### config.mk
export PLATFORM = sky130hd
export DESIGN_NAME = fifo_wr_arbiter
export DESIGN_NICKNAME = d
export VERILOG_FILES = /design/src/rtl/fifo_arb_pkg.sv /design/src/rtl/rr_pick.sv /design/src/rtl/fifo_wr_arbiter.sv
export SDC_FILE = /design/constraint.sdc
export NUM_CORES = 1
export LEC_CHECK = 0
export BUFFER_PORTS_ARGS = -buffer_cell sky130_fd_sc_hd__buf_4
export CORE_MARGIN = 4
export CORE_UTILIZATION = 42
export CTS_CLUSTER_DIAMETER = 100
export DETAILED_ROUTE_END_ITERATION = 7
export PLACE_DENSITY_LB_ADDON = 0.2
export SLEW_MARGIN = 20
export SYNTH_ARGS = -nofsm -noshare
export SYNTH_HDL_FRONTEND = slang
export SYNTH_SLANG_ARGS = --single-unit
### constraint.sdc
create_clock -name clk -period 2 [get_ports clk]
set_input_delay 0.2 -clock clk [delete_from_list [all_inputs] [get_ports clk]]
set_output_delay 0.2 -clock clk [all_outputs]
set_load 0.01 [all_outputs]
### src/rtl/fifo_arb_pkg.sv
// Shared types and defaults for the FIFO write-port arbiter.
// The optional burst mode is enabled by defining FIFO_ARB_BURST_EN.
package fifo_arb_pkg;
  typedef enum logic {IDLE, WRITE} arb_state_e;
  localparam int DEF_NREQ   = 2;
  localparam int DEF_DWIDTH = 8;
endpackage

### src/rtl/rr_pick.sv
// Combinational round-robin picker: first set request after 'last', wrapping at NREQ-1.
module rr_pick
  import fifo_arb_pkg::*;
#(
  parameter int NREQ = DEF_NREQ
) (
  input  logic [NREQ-1:0]         req,
  input  logic [$clog2(NREQ)-1:0] last,
  output logic [NREQ-1:0]         gnt_onehot,
  output logic [$clog2(NREQ)-1:0] gnt_idx,
  output logic                    any
);
  localparam int IW = $clog2(NREQ);

  int j;

  // Wrap is done on the integer index so non-power-of-2 NREQ never lands past NREQ-1.
  always_comb begin
    gnt_onehot = '0;
    gnt_idx    = '0;
    any        = 1'b0;
    j          = 0;
    for (int k = 1; k <= NREQ; k++) begin
      j = int'(last) + k;
      if (j >= NREQ) j = j - NREQ;
      if (!any && req[j]) begin
        any           = 1'b1;
        gnt_idx       = IW'(j);
        gnt_onehot[j] = 1'b1;
      end
    end
  end
endmodule

### src/rtl/fifo_wr_arbiter.sv
// Round-robin arbiter sharing one FIFO write port between NREQ producers.
// Define FIFO_ARB_BURST_EN to let a granted requester keep the port for up to BURST_LEN writes.
module fifo_wr_arbiter
  import fifo_arb_pkg::*;
#(
  parameter int NREQ   = DEF_NREQ,
  parameter int DWIDTH = DEF_DWIDTH
`ifdef FIFO_ARB_BURST_EN
  , parameter int BURST_LEN = 4
`endif
) (
  input  logic                     clk,
  input  logic                     rst,
  input  logic [NREQ-1:0]          req_valid,
  input  logic [NREQ*DWIDTH-1:0]   req_data,
  output logic [NREQ-1:0]          req_ready,
  input  logic                     fifo_full,
  output logic                     fifo_wr,
  output logic [DWIDTH-1:0]        fifo_wdata,
  output logic [$clog2(NREQ)-1:0]  grant_id,
  output arb_state_e               state_dbg
);
  // Handshake: requester i transfers in the cycle where req_valid[i] & req_ready[i];
  // req_data must stay stable while req_valid is high, and dropping valid before ready is legal.
  localparam int IW = $clog2(NREQ);

  arb_state_e      state, state_nxt;
  logic [IW-1:0]   last_grant;
  logic [NREQ-1:0] rr_onehot, win_onehot;
  logic [IW-1:0]   rr_idx, win_idx;
  logic            rr_any, win_any, capture;

  rr_pick #(.NREQ(NREQ)) u_pick (
    .req        (req_valid),
    .last       (last_grant),
    .gnt_onehot (rr_onehot),
    .gnt_idx    (rr_idx),
    .any        (rr_any)
  );

`ifdef FIFO_ARB_BURST_EN
  localparam int BW = $clog2(BURST_LEN) + 1;

  logic [BW-1:0] burst_cnt;
  logic          burst_own;
  logic          burst_hold;

  // burst_own keeps the reset value of last_grant from counting as a real previous grant.
  assign burst_hold = burst_own & req_valid[last_grant] & (burst_cnt < BW'(BURST_LEN - 1));

  always_comb begin
    win_onehot = rr_onehot;
    win_idx    = rr_idx;
    win_any    = rr_any;
    if (burst_hold) begin
      win_onehot             = '0;
      win_onehot[last_grant] = 1'b1;
      win_idx                = last_grant;
      win_any                = 1'b1;
    end
  end

  always_ff @(posedge clk or posedge rst) begin
    if (rst) begin
      burst_cnt <= '0;
      burst_own <= 1'b0;
    end else if (capture) begin
      burst_own <= 1'b1;
      burst_cnt <= burst_hold ? burst_cnt + BW'(1) : '0;
    end
  end
`else
  assign win_onehot = rr_onehot;
  assign win_idx    = rr_idx;
  assign win_any    = rr_any;
`endif

  assign capture   = (state == IDLE) & win_any & ~fifo_full;
  assign req_ready = {NREQ{(state == IDLE) & ~fifo_full & ~rst}} & win_onehot;
  assign state_dbg = state;

  always_comb begin
    state_nxt = state;
    case (state)
      IDLE:    if (capture) state_nxt = WRITE;
      WRITE:   state_nxt = IDLE;
      default: state_nxt = IDLE;
    endcase
  end

  always_ff @(posedge clk or posedge rst) begin
    if (rst) state <= IDLE;
    else     state <= state_nxt;
  end

  // fifo_wr is high exactly while in WRITE; the gap cycle lets fifo_full settle.
  always_ff @(posedge clk or posedge rst) begin
    if (rst) begin
      fifo_wr    <= 1'b0;
      fifo_wdata <= '0;
      grant_id   <= '0;
      last_grant <= IW'(NREQ - 1);
    end else begin
      fifo_wr <= capture;
      if (capture) begin
        fifo_wdata <= req_data[win_idx*DWIDTH +: DWIDTH];
        grant_id   <= win_idx;
        last_grant <= win_idx;
      end
    end
  end
endmodule

[Yosys cells after proc, flatten, opt, wreduce, memory -nomap -nowiden]
Index checks and enable logic that the tools add are counted.
Storage, ports and cells
  flip-flop bits (word level): 12
  input bits: 21
  output and inout port bits: 13
  word-level logic and storage cells: 49
Cells by class
  add/sub/neg operators: 4
  magnitude comparators: 6
  shift operators: 1
  muxes and demuxes: 20
  bitwise operators: 9
  reduce and logical (&&, ||, !) cells: 4
Operator list (number)
  32-bit by 1-bit greater-or-equal comparator with 1-bit output (second input constant): 2
  32-bit by 3-bit greater-or-equal comparator with 1-bit output (second input constant): 2
  32-bit by 3-bit less-than comparator with 1-bit output (second input constant): 2
  32-bit two-way mux: 2
  32-bit by 3-bit subtractor with 32-bit output (second input constant): 2
  16-bit by 5-bit indexed part select with 8-bit output: 1
  1-bit two-way mux: 13
  1-bit AND: 4
  2-bit two-way mux: 2
  1-bit by 2-bit adder with 3-bit output (second input constant): 1
  1-bit logical AND: 3
  1-bit NOT: 3
  1-bit by 1-bit adder with 2-bit output (second input constant): 1
  2-bit AND: 1
  1-bit demux with 1-bit select: 2
  2-bit bitwise OR: 1
  1-bit one-hot mux with 2 select lines: 1
  1-bit logical NOT: 1

[Logic depth before layout (Yosys ltp)]
  depth in word-level cells: 14
  mapped depth: 4
  depth with buffers taken out: 3

[Hierarchy]
From an unflattened synthesis, not the netlist that was laid out.
Second synthesis, totals
  cell total of the unflattened synthesis: 43
  area, all modules: 664.4 µm²
By module, submodules not included
  fifo_wr_arbiter: instances 1, cells each 38, area each 631.9 µm², seq. area each 301.5 µm²
  rr_pick: instances 1, cells each 5, area each 32.5 µm², seq. area each 0.0 µm²

[Worst setup path after synthesis]
OpenSTA, ideal clock, no wires.
  path type: reg2reg
  start point: register last_grant
  end point: register fifo_wdata[0]
  setup time: 0.125 ns
  arrival: 1.333 ns
  required time: 1.875 ns
  setup slack: 0.542 ns
  cell stages (with the launch flop): 5
  path buffers: 1
  period minus slack after synthesis: 1.458 ns
  cell sequence: dfstp_2 > a21bo_2 > buf_6 > mux2_4 > mux2_4
On the way
  word-level cells in the longest chain between the ends: 12
  elaborated cells between the ends (all ways): 23
  those cells by class: add/sub (4); order compare (2); shift (1); mux (12); bitwise (2); reduce/logical (2)
Ends and longest elaborated chain
  start, declared: RTL line fifo_wr_arbiter.sv:28  | logic [IW-1:0] last_grant;
  start signal, assigned: RTL line fifo_wr_arbiter.sv:102  | last_grant <= IW'(NREQ - 1);
  start signal, assigned: RTL line fifo_wr_arbiter.sv:108  | last_grant <= win_idx;
  branches (longest 12 deep; another with 32-bit by 3-bit subtractor with 32-bit output)
  end signal, assigned: RTL line fifo_wr_arbiter.sv:106  | fifo_wdata <= req_data[win_idx*DWIDTH +: DWIDTH];
  end, declared: RTL line fifo_wr_arbiter.sv:19  | output logic [DWIDTH-1:0] fifo_wdata,
Several ways; the timed one is not identified. The select of a mux whose other input is x is not followed.
A chain may end at the register's enable or synchronous reset.

[Worst setup path in the final report]
  start point: register last_grant
  end point: register fifo_wdata[4]
The elaborated chain is that of the path after synthesis.

==> impl_metrics.csv <==
group,metric,value,unit
status,status,"finished, final reports clean",
synth,ys_seq_elements,12,
cts,cts_max_level,1,
cts,clock_latency,0.26,ns
layout,antenna_cells,0,
floorplan,die_h,46.6,um
critical_path,crit_cells,3,
critical_path,crit_fanout,11,
sta,maxSlewViolCount,0,
synth,synthesis.nets,64,
critical_path,critPathSlowestCell,"dfstp_2",
synth,ys_top_cells_by_count,"mux2_4 (14), dfrtp_1 (11), inv_1 (4)",
drt,first_iter_violations,4,
sta,finalHoldViolCount,0,
floorplan,io_pins,34,
critical_path,reg2reg_depth,3,
cts,root_buffer,"clkbuf_4",
sta,finalCritPeriodShare,0.800,
critical_path,startpoint,"last_grant$_DFFE_PP1P_",
floorplan,rows,13,
cts,cts.sinks,12,
global_routing,grt_pass1_wl,2130,um
global_routing,overflow,0,
critical_path,reg2reg_slack,0.40,ns
cts,tritoncts,"yes",
synth,syn_area_per_cell,14.6,um^2
critical_path,crit_required,2.15,ns
placement,gp_congestion,0.728,
critical_path,crit_chain,"a21bo_2 -> mux2_2 -> mux2_2",
global_routing,grt_usage,0.141,
pwr,ir_drop,0.472,mV
critical_path,slowest_delay,0.54,ns
pwr,total_power,0.771,mW
synth,synthCells,43,
synth,yosysWarnings,0,
sta,tightest_slew,0.442,ns
synth,synth.most_common_cell,"mux2_4",
drt,drc,0,
synth,synth-edff-count,0,
critical_path,cp-endpoint,"fifo_wdata[4]$_DFFE_PP0P_",
synth,yosysSeqAreaShare,0.481,
drt,via_count,461,
floorplan,dieWidth,46.6,um
global_routing,grt_pass1_vias,480,
cts,numCtsBuffers,3,
synth,synth_area_leaders,"dfrtp_1 (44%), mux2_4 (34%), dfstp_2 (4.2%), mux2_2 (3.6%), mux2i_1 (3.2%)",
sta,fin_crit,1.60,ns
sta,finalSetupViolCount,0,
pwr,p_leak,0.493,nW
synth,synthArstFlopShare,1.00,
global_routing,antenna_found_initial,0,
global_routing,grt_max_degree,13,
layout,fin_nets,102,
sta,finalSetupTns,0,ns
floorplan,die_area,2170,um^2
sta,skew,0.00124,ns
sta,relSlewSlack,0.705,
synth,syn-cell-area,627,um^2
drt,drtAntennaViolNets,0,
critical_path,cp_num_buf_inv,0,
placement,io_buffer_count,33,
cts,clk_pin_slew,0.07,ns
synth,yosys.area.top_type,"dfrtp_1",
placement,dp_hpwl,941,um
critical_path,r2r-start,"last_grant$_DFFE_PP1P_",
critical_path,path_class,"reg2reg",
sta,fin_ws,0.399,ns
layout,layout-drive-gt1-share,0.713,
placement,place_ws,0.394,ns
drt,firstDrtPassIters,3,
sta,fmaxAchievable,625,MHz
synth,ys.flop_type,"dfrtp_1",
drt,routedWlPerCell,12.8,um
critical_path,start_kind,"flip-flop",
pwr,power_density,823,nW/um^2
drt,finalWirelength,1220,um
layout,utilization,0.693,
synth,synth.top_cell.area_share,0.439,
critical_path,crit_top_cell,"mux2_2",
floorplan,initial_utilization,0.464,
layout,area_growth,49.3,%
critical_path,critical-path-top-delay-family,"multiplexers",
critical_path,worstSetupEndpointType,"flip-flop",
drt,routed_via_density,4.85,
run,drv_cap,0,
critical_path,rr_endpoint,"fifo_wdata[4]$_DFFE_PP0P_",
synth,ys_types,13,
critical_path,worstPathArrival,1.75,ns
worst_hold_path,hp-class,"in2reg",
cts,clk_path_buf_depth,2,
floorplan,coreArea,1350,um^2
cts,post_cts_buffers,0,
sta,rsz0062_at_grt,"false",
-- area by class of cell --
class                           count  area (um^2)
Timing Repair Buffer               35          265
Multi-Input combinational cell     25          299
Sequential cell                    12          302
Fill cell                         103          414
Tap cell                           15         18.8
Clock buffer                        4         36.3
Inverter                            4         15.0
-- cell usage in the layout (no fill, tap or decap) --
cell / n
buf_4: 34
mux2_4: 14
dfrtp_1: 11
inv_1: 4
clkbuf_4: 3
mux2i_1: 2
nor4_1: 2
mux2_2: 2
nor2_1: 1
nor3_2: 1
a21bo_2: 1
o21ai_0: 1
nor3_1: 1
clkbuf_8: 1
dlygate4sd3_1: 1
dfstp_2: 1
-- worst min path at each step --
stage	start	endpoint	slack, ns	depth (start not counted)
floorplan	rst	fifo_wdata[0]$_DFFE_PP0P_	0.06	1
global placement	rst	state_dbg$_DFF_PP0_	0.25	2
detailed placement	rst	fifo_wdata[0]$_DFFE_PP0P_	0.25	2
CTS	fifo_full	state_dbg$_DFF_PP0_	0.12	2
global route	fifo_full	state_dbg$_DFF_PP0_	0.12	2
finish	fifo_full	state_dbg$_DFF_PP0_	0.13	2
-- where the power goes --
| group | internal [mW] | switching, mW | total [mW] |
|---|---|---|---|
| logic | 0.170 | 0.0909 | 0.260 |
| clock network | 0.110 | 0.0742 | 0.185 |
| registers | 0.296 | 0.0299 | 0.326 |
| total | 0.576 | 0.195 | 0.771 |
-- per-stage QoR --
stage	cell area, um^2	instances	hold WS [ns]
2_1_floorplan	627	43	0.0640
3_3_place_gp	890	90	0.247
3_5_place_dp	890	90	0.253
4_1_cts	936	95	0.119
5_1_grt	936	95	0.117
6_report	936	95	0.129
-- sequential cells by signal, indices dropped and copies added (netlist names) --
register,flops
grant_id,1
last_grant,1
state_dbg,1
fifo_wdata,8
fifo_wr,1
-- metal layers --
| metal | wire [um] | track usage | up-vias |
|---|---|---|---|
| li1 | - | - | 226 |
| met1 | 501 | 0.190 | 213 |
| met2 | 588 | 0.217 | 22 |
| met3 | 128 | 0.0352 | 0 |
| met4 | 0 | 0.0497 | 0 |
| met5 | 0 | 0 | - |
-- what timing repair did --
item	CTS	global route
hold endpoints to repair	11	0
gates resized for setup	0	0
hold buffers	1	0
-- kinds of logic after synthesis --
logic type,after synthesis,synth area share
flip-flops,12,0.481
multiplexers,18,0.403
AO/OA/AOI/OAI,2,0.0239
AND/OR/NAND/NOR,5,0.0419
buffers and inverters,6,0.0499
Note: power is estimated with default switching activity, not from simulation.
